File: src/rtl/pid_pwm_controller_if.sv
// Port bundle for pid_pwm_controller: loop controls, measured/target values,
// gains, and the duty/PWM outputs. The slave modport is the controller side.
interface pid_pwm_controller_if #(
  parameter int unsigned DW    = 16,
  parameter int unsigned PWM_W = 8
);

  logic                 enable;
  logic                 clear_int;
  logic signed [DW-1:0] focus_signal;
  logic signed [DW-1:0] setpoint;
  logic signed [DW-1:0] threshold;
  logic signed [DW-1:0] kp;
  logic signed [DW-1:0] ki;
  logic signed [DW-1:0] kd;
  logic [PWM_W-1:0]     duty;
  logic                 update_valid;
  logic                 sat_hi;
  logic                 sat_lo;
  logic                 pwm_out;

  modport master (
    output enable, clear_int, focus_signal, setpoint, threshold, kp, ki, kd,
    input  duty, update_valid, sat_hi, sat_lo, pwm_out
  );

  modport slave (
    input  enable, clear_int, focus_signal, setpoint, threshold, kp, ki, kd,
    output duty, update_valid, sat_hi, sat_lo, pwm_out
  );

endinterface

File: src/rtl/pid_pwm_controller.sv
// Single-clock PID focus loop with integrated PWM output. A sample divider
// starts one pass of a small FSM that steps one shared multiplier through the
// P, I and D products, sums with saturation and loads a new duty value.
// Optional build macro: PID_ANTIWINDUP_EN clamps the integrator to +/-INT_LIMIT.
module pid_pwm_controller #(
  parameter int unsigned DW         = 16,
  parameter int unsigned FRAC       = 8,
  parameter int unsigned ACC_W      = 40,
  parameter int unsigned PWM_W      = 8,
  parameter int unsigned SAMPLE_DIV = 20,
  parameter int unsigned INT_LIMIT  = 32768
) (
  input logic                 clk,
  input logic                 reset,
  pid_pwm_controller_if.slave bus
);

  localparam int unsigned DivW = (SAMPLE_DIV > 1) ? $clog2(SAMPLE_DIV) : 1;
  localparam int unsigned EW   = DW + 1;      // error width
  localparam int unsigned MW   = 2 * DW + 2;  // full product width

  localparam logic [DivW-1:0]         DivLast = DivW'(SAMPLE_DIV - 1);
  localparam logic signed [ACC_W-1:0] AccMax  = {1'b0, {(ACC_W-1){1'b1}}};
  localparam logic signed [ACC_W-1:0] AccMin  = {1'b1, {(ACC_W-1){1'b0}}};
  localparam logic signed [ACC_W+1:0] SumMax  = {2'b00, AccMax};
  localparam logic signed [ACC_W+1:0] SumMin  = {2'b11, AccMin};
  localparam logic [PWM_W-1:0]        DutyMid = {1'b1, {(PWM_W-1){1'b0}}};
  localparam logic [PWM_W-1:0]        DutyMax = {PWM_W{1'b1}};
  localparam logic signed [ACC_W:0]   VMax    = {{(ACC_W+1-PWM_W){1'b0}}, DutyMax};

  if (SAMPLE_DIV < 8 || ACC_W < 2 * DW + 3 || INT_LIMIT == 0) begin : g_param_check
    $error("pid_pwm_controller: unsupported parameter set");
  end

  typedef enum logic [2:0] {
    StIdle, StErr, StMulP, StMulI, StMulD, StSum, StOut
  } state_e;

  state_e state_q, state_d;

  logic [DivW-1:0] div_q;
  logic            tick;

  logic signed [DW-1:0]    focus_q, setpoint_q, threshold_q, kp_q, ki_q, kd_q;
  logic signed [EW-1:0]    e_q, e_prev_q, e_d, diff;
  logic signed [EW:0]      diff_ext, diff_abs, th_eff;
  logic signed [ACC_W-1:0] p_q, d_q, integ_q;

  logic signed [DW-1:0]    mul_a;
  logic signed [EW:0]      mul_b;
  logic signed [MW-1:0]    prod;
  logic signed [ACC_W-1:0] prod_ext;

  logic signed [ACC_W:0]   integ_sum;
  logic signed [ACC_W-1:0] integ_sat, integ_new;

  logic signed [ACC_W+1:0] sum_w;
  logic signed [ACC_W-1:0] sum_sat, u;
  logic signed [ACC_W:0]   v;
  logic [PWM_W-1:0]        duty_d, duty_q;
  logic                    hi_d, lo_d, sat_hi_q, sat_lo_q;

  logic [PWM_W-1:0]        cnt_q, active_q;
  logic                    pwm_q;

  assign tick = bus.enable && (div_q == DivLast);

  // Sample-rate divider; frozen while enable is low.
  always_ff @(posedge clk or posedge reset) begin
    if (reset) begin
      div_q <= '0;
    end else if (bus.enable) begin
      div_q <= tick ? '0 : div_q + DivW'(1);
    end
  end

  // FSM state register.
  always_ff @(posedge clk or posedge reset) begin
    if (reset) begin
      state_q <= StIdle;
    end else begin
      state_q <= state_d;
    end
  end

  // One pass per tick; a started pass always runs to StOut.
  always_comb begin
    state_d = state_q;
    case (state_q)
      StIdle:  if (tick) state_d = StErr;
      StErr:   state_d = StMulP;
      StMulP:  state_d = StMulI;
      StMulI:  state_d = StMulD;
      StMulD:  state_d = StSum;
      StSum:   state_d = StOut;
      StOut:   state_d = StIdle;
      default: state_d = StIdle;
    endcase
  end

  // Error with deadband; a negative threshold acts as zero.
  always_comb begin
    diff     = {focus_q[DW-1], focus_q} - {setpoint_q[DW-1], setpoint_q};
    diff_ext = {diff[EW-1], diff};
    diff_abs = diff[EW-1] ? -diff_ext : diff_ext;
    th_eff   = threshold_q[DW-1] ? '0 : {2'b00, threshold_q};
    e_d      = (diff_abs <= th_eff) ? '0 : diff;
  end

  // Operand select for the shared multiplier.
  always_comb begin
    mul_a = '0;
    mul_b = '0;
    case (state_q)
      StMulP: begin
        mul_a = kp_q;
        mul_b = {e_q[EW-1], e_q};
      end
      StMulI: begin
        mul_a = ki_q;
        mul_b = {e_q[EW-1], e_q};
      end
      StMulD: begin
        mul_a = kd_q;
        mul_b = {e_q[EW-1], e_q} - {e_prev_q[EW-1], e_prev_q};
      end
      default: ;
    endcase
  end

  assign prod     = $signed({{(MW-DW){mul_a[DW-1]}}, mul_a}) *
                    $signed({{(MW-EW-1){mul_b[EW]}}, mul_b});
  assign prod_ext = {{(ACC_W-MW){prod[MW-1]}}, prod};

  // Integrator update saturated to the accumulator range.
  always_comb begin
    integ_sum = {integ_q[ACC_W-1], integ_q} + {prod_ext[ACC_W-1], prod_ext};
    if (integ_sum[ACC_W] != integ_sum[ACC_W-1]) begin
      integ_sat = integ_sum[ACC_W] ? AccMin : AccMax;
    end else begin
      integ_sat = integ_sum[ACC_W-1:0];
    end
  end

`ifdef PID_ANTIWINDUP_EN
  localparam logic signed [ACC_W-1:0] IntHi = ACC_W'(INT_LIMIT);
  localparam logic signed [ACC_W-1:0] IntLo = -IntHi;

  // Anti-windup clamp on the integrator.
  always_comb begin
    integ_new = integ_sat;
    if (integ_sat > IntHi) begin
      integ_new = IntHi;
    end else if (integ_sat < IntLo) begin
      integ_new = IntLo;
    end
  end
`else
  assign integ_new = integ_sat;
`endif

  // Sum, scale back to integer, centre on mid-scale and clip into duty range.
  always_comb begin
    sum_w = {{2{p_q[ACC_W-1]}}, p_q} + {{2{integ_q[ACC_W-1]}}, integ_q}
          + {{2{d_q[ACC_W-1]}}, d_q};
    if (sum_w > SumMax) begin
      sum_sat = AccMax;
    end else if (sum_w < SumMin) begin
      sum_sat = AccMin;
    end else begin
      sum_sat = sum_w[ACC_W-1:0];
    end
    u      = sum_sat >>> FRAC;
    v      = {u[ACC_W-1], u} + {{(ACC_W+1-PWM_W){1'b0}}, DutyMid};
    hi_d   = v > VMax;
    lo_d   = v[ACC_W];
    duty_d = hi_d ? DutyMax : (lo_d ? '0 : v[PWM_W-1:0]);
  end

  // Input snapshot and per-pass products, stepped by the FSM.
  always_ff @(posedge clk or posedge reset) begin
    if (reset) begin
      focus_q     <= '0;
      setpoint_q  <= '0;
      threshold_q <= '0;
      kp_q        <= '0;
      ki_q        <= '0;
      kd_q        <= '0;
      e_q         <= '0;
      p_q         <= '0;
      d_q         <= '0;
    end else begin
      case (state_q)
        StIdle: begin
          if (tick) begin
            focus_q     <= bus.focus_signal;
            setpoint_q  <= bus.setpoint;
            threshold_q <= bus.threshold;
            kp_q        <= bus.kp;
            ki_q        <= bus.ki;
            kd_q        <= bus.kd;
          end
        end
        StErr:   e_q <= e_d;
        StMulP:  p_q <= prod_ext;
        StMulD:  d_q <= prod_ext;
        default: ;
      endcase
    end
  end

  // Loop memory; clear_int overrides any same-cycle update.
  always_ff @(posedge clk or posedge reset) begin
    if (reset) begin
      integ_q  <= '0;
      e_prev_q <= '0;
    end else if (bus.clear_int) begin
      integ_q  <= '0;
      e_prev_q <= '0;
    end else begin
      if (state_q == StMulI) integ_q <= integ_new;
      if (state_q == StMulD) e_prev_q <= e_q;
    end
  end

  // Duty and saturation flags load at the end of StSum.
  always_ff @(posedge clk or posedge reset) begin
    if (reset) begin
      duty_q   <= DutyMid;
      sat_hi_q <= 1'b0;
      sat_lo_q <= 1'b0;
    end else if (state_q == StSum) begin
      duty_q   <= duty_d;
      sat_hi_q <= hi_d;
      sat_lo_q <= lo_d;
    end
  end

  // Free-running PWM; duty only reloads at period end so edges never glitch.
  always_ff @(posedge clk or posedge reset) begin
    if (reset) begin
      cnt_q    <= '0;
      active_q <= DutyMid;
      pwm_q    <= 1'b0;
    end else begin
      cnt_q <= cnt_q + PWM_W'(1);
      if (cnt_q == DutyMax) active_q <= duty_q;
      pwm_q <= cnt_q < active_q;
    end
  end

  assign bus.duty         = duty_q;
  assign bus.update_valid = (state_q == StOut);
  assign bus.sat_hi       = sat_hi_q;
  assign bus.sat_lo       = sat_lo_q;
  assign bus.pwm_out      = pwm_q;

endmodule

File: src/flat_wrapper.sv
// flat-port wrapper written by rule: the top's interface ports become plain ports
module pid_pwm_controller_flat 
#(
  parameter int unsigned DW         = 16,
  parameter int unsigned FRAC       = 8,
  parameter int unsigned ACC_W      = 40,
  parameter int unsigned PWM_W      = 8,
  parameter int unsigned SAMPLE_DIV = 20,
  parameter int unsigned INT_LIMIT  = 32768
)
  (clk, reset, bus_enable, bus_clear_int, bus_focus_signal, bus_setpoint, bus_threshold, bus_kp, bus_ki, bus_kd, bus_duty, bus_update_valid, bus_sat_hi, bus_sat_lo, bus_pwm_out);
  pid_pwm_controller_if #(.DW(DW), .PWM_W(PWM_W)) bus_i ();
  input logic clk;
  input logic reset;
  input wire logic [$bits(bus_i.enable)-1:0] bus_enable;
  input wire logic [$bits(bus_i.clear_int)-1:0] bus_clear_int;
  input wire logic [$bits(bus_i.focus_signal)-1:0] bus_focus_signal;
  input wire logic [$bits(bus_i.setpoint)-1:0] bus_setpoint;
  input wire logic [$bits(bus_i.threshold)-1:0] bus_threshold;
  input wire logic [$bits(bus_i.kp)-1:0] bus_kp;
  input wire logic [$bits(bus_i.ki)-1:0] bus_ki;
  input wire logic [$bits(bus_i.kd)-1:0] bus_kd;
  output wire logic [$bits(bus_i.duty)-1:0] bus_duty;
  output wire logic [$bits(bus_i.update_valid)-1:0] bus_update_valid;
  output wire logic [$bits(bus_i.sat_hi)-1:0] bus_sat_hi;
  output wire logic [$bits(bus_i.sat_lo)-1:0] bus_sat_lo;
  output wire logic [$bits(bus_i.pwm_out)-1:0] bus_pwm_out;
  assign bus_i.enable = bus_enable;
  assign bus_i.clear_int = bus_clear_int;
  assign bus_i.focus_signal = bus_focus_signal;
  assign bus_i.setpoint = bus_setpoint;
  assign bus_i.threshold = bus_threshold;
  assign bus_i.kp = bus_kp;
  assign bus_i.ki = bus_ki;
  assign bus_i.kd = bus_kd;
  assign bus_duty = bus_i.duty;
  assign bus_update_valid = bus_i.update_valid;
  assign bus_sat_hi = bus_i.sat_hi;
  assign bus_sat_lo = bus_i.sat_lo;
  assign bus_pwm_out = bus_i.pwm_out;
  pid_pwm_controller #(.DW(DW), .FRAC(FRAC), .ACC_W(ACC_W), .PWM_W(PWM_W), .SAMPLE_DIV(SAMPLE_DIV), .INT_LIMIT(INT_LIMIT)) u_core (.clk(clk), .reset(reset), .bus(bus_i));
endmodule
File: config.mk
export PLATFORM = sky130hd
export DESIGN_NAME = pid_pwm_controller_flat
export DESIGN_NICKNAME = d
export VERILOG_FILES = /design/src/rtl/pid_pwm_controller_if.sv /design/src/rtl/pid_pwm_controller.sv /design/src/flat_wrapper.sv
export SDC_FILE = /design/constraint.sdc
export NUM_CORES = 2
export LEC_CHECK = 0
export CORE_MARGIN = 5
export CORE_UTILIZATION = 35
export DETAILED_ROUTE_END_ITERATION = 12
export HOLD_SLACK_MARGIN = 0.06
export SLEW_MARGIN = 20
export SYNTH_ARGS = -nofsm -noshare
export SYNTH_HDL_FRONTEND = slang
export SYNTH_SLANG_ARGS = --single-unit
File: constraint.sdc
create_clock -name clk -period 13.04 [get_ports clk]
set_clock_uncertainty 0.1 [all_clocks]
set_input_delay 1.304 -clock clk [delete_from_list [all_inputs] [get_ports clk]]
set_output_delay 1.304 -clock clk [all_outputs]
set_load 0.01 [all_outputs]
Word level (Yosys, flattened, before mapping)
Cells that the tools add are included.
Word-level totals
  register bits after elaboration: 273
  word-level logic and storage cells: 68
  output and inout port bits: 12
Cells by class
  add/sub/neg operators: 9
  $mul: 1
  magnitude comparators: 5
  muxes and demuxes: 18
  reductions and logical operators: 6
  equal/unequal tests: 10
Operator list (number)
  2-to-1 mux 40 bit: 6
  2-to-1 mux 17 bit: 3
  case mux 16 bit (3 select lines): 1
  adder 41 x 34 -> 42 bit: 1
  greater-than comparator 42 x 40 -> 1 bit, second input constant: 1
  less-than comparator 42 x 40 -> 1 bit, second input constant: 1
  adder 34 x 40 -> 41 bit: 1
  adder 40 x 34 -> 41 bit: 1
  greater-than comparator 41 x 9 -> 1 bit, second input constant: 1
  case mux 18 bit (2 select lines): 1
  multiplier 16 x 18 -> 34 bit: 1
  adder 32 x 9 -> 33 bit, second input constant: 1
  less-or-equal comparator 18 bit: 1
  2-to-1 mux 18 bit: 1
  negator 17 -> 18 bit: 1
  case mux 3 bit (6 select lines): 1
  subtractor 17 x 17 -> 18 bit: 1
  subtractor 16 x 16 -> 17 bit: 1
  2-to-1 mux 8 bit: 2
  2-to-1 mux 15 bit: 1
  == test 3 bit, second input constant: 3
  adder 8 x 1 -> 8 bit, second input constant: 1
  == test 8 bit, second input constant: 1
  less-than comparator 8 bit: 1
  13 further kinds: 15

Logic depth before layout (Yosys ltp)
  word-level depth: 9
  mapped depth: 56
  mapped depth without buffers: 54

Worst setup path after synthesis
Ideal clock, no wire load.
  kind: register -> register
  start: register u_core.e_q[0]
  end: register u_core.integ_q[20]
  cell stages (with the launch flop): 53
  setup time: 0.069 ns
  setup slack: 1.448 ns
  clock period less this slack: 11.592 ns
  arrival time: 11.423 ns
  cells stage by stage: dfrtp_1 > inv_1 > ha_1 > fa_1 > nor2b_1 > o21ai_0 > a21boi_0 > o21ai_0 > a21boi_0 > o21ai_0 > a21boi_0 > o21ai_0 > a21oi_1 > o21a_1 > nor2_1 > a22oi_1 > nor2_1 > fa_1 > [... 17 more ...] > o31ai_1 > a41o_1 > or4b_2 > a31o_2 > a21oi_1 > xor2_1 > inv_1 > ha_1 > nor3_1 > nor2_1 > nand2_1 > o31ai_1 > mux2_2 > nor3_1 > clkbuf_1 > buf_1 > nand2_1 > nand3_1
Between the ends
  cells in the longest elaborated chain, start to end: 8
Ends and longest elaborated chain
  start: declaration: RTL line pid_pwm_controller.sv:45  | logic signed [EW-1:0] e_q, e_prev_q, e_d, diff;
  start signal: assignment: RTL line pid_pwm_controller.sv:189  | e_q <= '0;
  start signal: assignment: RTL line pid_pwm_controller.sv:204  | StErr: e_q <= e_d;
  subtractor 17 x 17 -> 18 bit: RTL line pid_pwm_controller.sv:125  | mul_b = {e_q[EW-1], e_q} - {e_prev_q[EW-1], e_prev_q};
  case mux 18 bit (2 select lines) (*): RTL line pid_pwm_controller.sv:114  | case (state_q)
  multiplier 16 x 18 -> 34 bit (*): RTL line pid_pwm_controller.sv:131  | assign prod = $signed({{(MW-DW){mul_a[DW-1]}}, mul_a}) *
  via u_core.prod[32]: RTL line pid_pwm_controller.sv:51  | logic signed [MW-1:0] prod;
  adder 40 x 34 -> 41 bit (*): RTL line pid_pwm_controller.sv:137  | integ_sum = {integ_q[ACC_W-1], integ_q} + {prod_ext[ACC_W-1], prod_ext};
  2-to-1 mux 40 bit or inequality test 1 bit (tied branches): RTL line pid_pwm_controller.sv:139, pid_pwm_controller.sv:138
  2-to-1 mux 40 bit (*): RTL line pid_pwm_controller.sv:138  | if (integ_sum[ACC_W] != integ_sum[ACC_W-1]) begin
  2-to-1 mux 40 bit (*): RTL line pid_pwm_controller.sv:221  | if (state_q == StMulI) integ_q <= integ_new;
  2-to-1 mux 40 bit (*): RTL line pid_pwm_controller.sv:217  | end else if (bus.clear_int) begin
  end signal: assignment: RTL line pid_pwm_controller.sv:221
  end: declaration: RTL line pid_pwm_controller.sv:47  | logic signed [ACC_W-1:0] p_q, d_q, integ_q;
Mark *: on every way through the listed nets, which the timed path passes. The rest lies on a longest branch. The select of a mux whose other input is x is not followed.
A chain may end at the register's enable or synchronous reset.

Worst setup path after layout
  start: register u_core.e_q[0]
  end: register u_core.integ_q[4]
Same word-level chain as after synthesis.

==> flow_summary.yaml <==
outcome:
  status: "finished clean"
timing:
  hold_viol: 0
  setup_viol: 0
  period_share_pct: 93.1
  fin_tns_setup_ns: 0
  slew_violations: 0
  max_freq_mhz: 82.4
  slew_headroom_pct: 28.8
  tightestPinTransition_ns: 1.07
  fin_crit_ns: 12.14
clock_tree:
  clk_latency_ns: 0.56
  clock-sinks: 273
  path_clk_slew_ns: 0.06
  clockBufferDepth: 3
  htree_levels: 2
  cts_buffers: 35
  clockRootBuffer: "clkbuf_16"
  cts_hold_buf: 0
  cts_tree: "built"
critical_path:
  worst_setup_path_start_kind: "flop"
  critical-path-top-delay-family: "adder cells"
  critPathKind: "reg -> reg"
  worst_ep_arrival_time_ns: 12.52
  critPathMostFrequentCell: "fa_1"
  critPathBufInv: 8
  cp_data_required_time_ns: 13.42
  slowest_delay_ns: 0.65
  critPathCaptureType: "flop"
  rrSetupSlack_ns: 0.90
  cp_max_fo: 15
  slowest_stage: "or4b_2"
global_route:
  track_usage_pct: 16.4
  grt_pass1_wl_mm: 123
  grt_max_degree: 144
  antenna_found_initial: 0
  grt_overflow_total: 0
  grt_pass1_vias: 23700
final_layout:
  areaGrowthSynthToFinish_pct: 12.6
  drive_gt1_share_pct: 7.88
  stdcell_count: 4569
  num_antenna_cells: 0
  nets: 4054
  ff_latch_area_sq_um: 6830
  fillers: 8513
  multiInputGateArea_sq_um: 20900
drt:
  drt_iter0_drc: 1259
  routedWlPerCell_um: 16.2
  totalWireLength_mm: 74.0
  first_pass_iters: 5
  viasPerCell: 5.03
  via_count: 23000
  drcViolationCount: 0
  ant_nets: 0
hold_path:
  hold_path.class: "reg -> reg"
synthesis:
  async_reset_ff_share_pct: 100
  synth-edff-count: 0
  syn_nets: 3977
  yosysWarnings: 0
  synth_flop_cell: "dfrtp_1"
  ys_ff_latch: 273
  syn_area_per_cell_sq_um: 8.96
  synth_area_leaders: "dfrtp_1 (23%), fa_1 (22%), ha_1 (9.6%)"
  synth_commonest_cells: "inv_1 (434), nand2_1 (400), fa_1 (327), nor2_1 (294), dfrtp_1 (271)"
  yosysUniqueCellTypes: 98
  yosysTopAreaCell: "dfrtp_1"
  ys_seq_area_share_pct: 23.0
  netlist_instances: 3322
  synthesis.area_sq_um: 29800
  synth_most_common_cell: "inv_1"
  yosys.area.top_type_share_pct: 22.8
pwr:
  peakVddDrop_mv: 0.130
  p_per_area_nw_per_um2: 183
  p_leak_nw: 16.4
flow_run:
  maxCapViolCount: 0
floorplanning:
  core_area_sq_um: 84700
  io_pins: 112
  start_util_pct: 35.1
  die_height_um: 302
  rows: 107
  die_area_sq_um: 91000
  die_w_um: 302
placement:
  place_inst: 4502
  hpwl_mm: 58.5
  gp_congestion: 0.888
  io_buffers: 111
==> kinds of logic after synthesis <==
family                   after synthesis  share of synthesized area [%]
AND/OR/NAND/NOR                     1044                           15.9
AO/OA/AOI/OAI                        663                           14.7
adder cells (fa/ha/maj)              555                           31.6
buffers and inverters                551                           7.04
flip-flops                           273                           23.0
XOR/XNOR                             146                           4.41
multiplexers                          90                           3.38
==> where the power goes <==
part           total [W]  leakage (nW)  switching, W  internal, W
sequential       0.00130          3.62      0.000202      0.00110
combinational    0.00382          12.2       0.00233      0.00149
clock            0.00100         0.579      0.000406     0.000596
==> cell usage in the layout (no fill, tap or decap), types with 11 or more instances in the layout <==
cell             count
a211oi_1            17
a21o_1              77
a21oi_1            148
a22o_1              29
a22oi_1             26
a311oi_1            11
a31oi_1             14
and2_1              14
and3_1              14
buf_4               42
clkbuf_16           36
clkdlybuf4s50_1    111
dfrtp_1            271
fa_1               326
ha_1               228
inv_1              433
mux2_2              85
nand2_1            400
nand2b_1            52
nand3_1             85
nand4_1             13
nor2_1             293
nor2b_1             34
nor3_1              51
o21a_1              26
o21ai_0            174
o21ai_1             13
o21bai_1            19
o31ai_1             13
or2_2               23
xnor2_1             98
xor2_1              44
==> sequential cells by signal, indices dropped and copies added (netlist names) <==
| signal | count |
|---|---|
| u_core.integ_q | 40 |
| u_core.threshold_q | 16 |
| u_core.d_q | 34 |
| u_core.e_q | 17 |
| u_core.setpoint_q | 16 |
| u_core.div_q | 5 |
| u_core.active_q | 8 |
| u_core.kd_q | 16 |
| u_core.kp_q | 16 |
| u_core.p_q | 34 |
| u_core.bus.sat_lo | 1 |
| u_core.bus.sat_hi | 1 |
| u_core.focus_q | 16 |
| u_core.e_prev_q | 17 |
| u_core.state_q | 3 |
| u_core.bus.pwm_out | 1 |
| u_core.bus.duty | 8 |
| u_core.cnt_q | 8 |
| u_core.ki_q | 16 |
==> layout make-up <==
class	instances	area share, %
multi-input cells	2498	62.5
well taps	1144	4.27
clock buffers	48	3.06
flip-flops and latches	273	20.4
inverters	434	4.88
repair buffers	157	4.44
clock inverters	15	0.474
==> final timing paths <==
check,from,endpoint,cells after the start
max reg2reg,u_core.e_q[0],u_core.integ_q[4],52
min reg2reg,u_core.bus.sat_hi,u_core.bus.sat_hi,2
min,u_core.bus.sat_hi,u_core.bus.sat_hi,2
min in group asynchronous,reset,u_core.kp_q[2],2
max in group asynchronous,reset,u_core.integ_q[37],3
max,u_core.e_q[0],u_core.integ_q[4],52
==> tightest hold or removal path: stages (launching register included) <==
cell and delay [ns]:
dfrtp_1 0.35, nand2_1 0.05, o21ai_1 0.06
==> per-layer routing <==
layer	vias up	wire length, um	global-route usage, %
met5	-	0	0
met4	0	2330	4.98
met3	143	3520	2.44
met2	524	34400	27.3
met1	11200	33800	22.1
li1	11200	-	-
==> through the flow <==
step	instance area [sq um]	utilization, %	hold WS, ns	worst slack, ns	total power, W
2_1_floorplan	29800	-	0.363	1.45	0.00413
5_1_grt	33500	39.5	0.419	-0.0149	0.00670
4_1_cts	33400	39.4	0.400	0.500	0.00615
6_report	33500	39.5	0.388	0.903	0.00612
3_5_place_dp	32200	38.0	0.386	0.563	0.00511
3_3_place_gp	32200	38.0	0.378	0.707	0.00505
==> repair_timing <==
item,4_1_cts,5_1_grt
hold endpoints to repair,0,0
endpoints found under the setup margin,0,39
gates resized for setup,0,20
setup buffers,0,3
No activity file was read; power rests on OpenSTA's default activity.
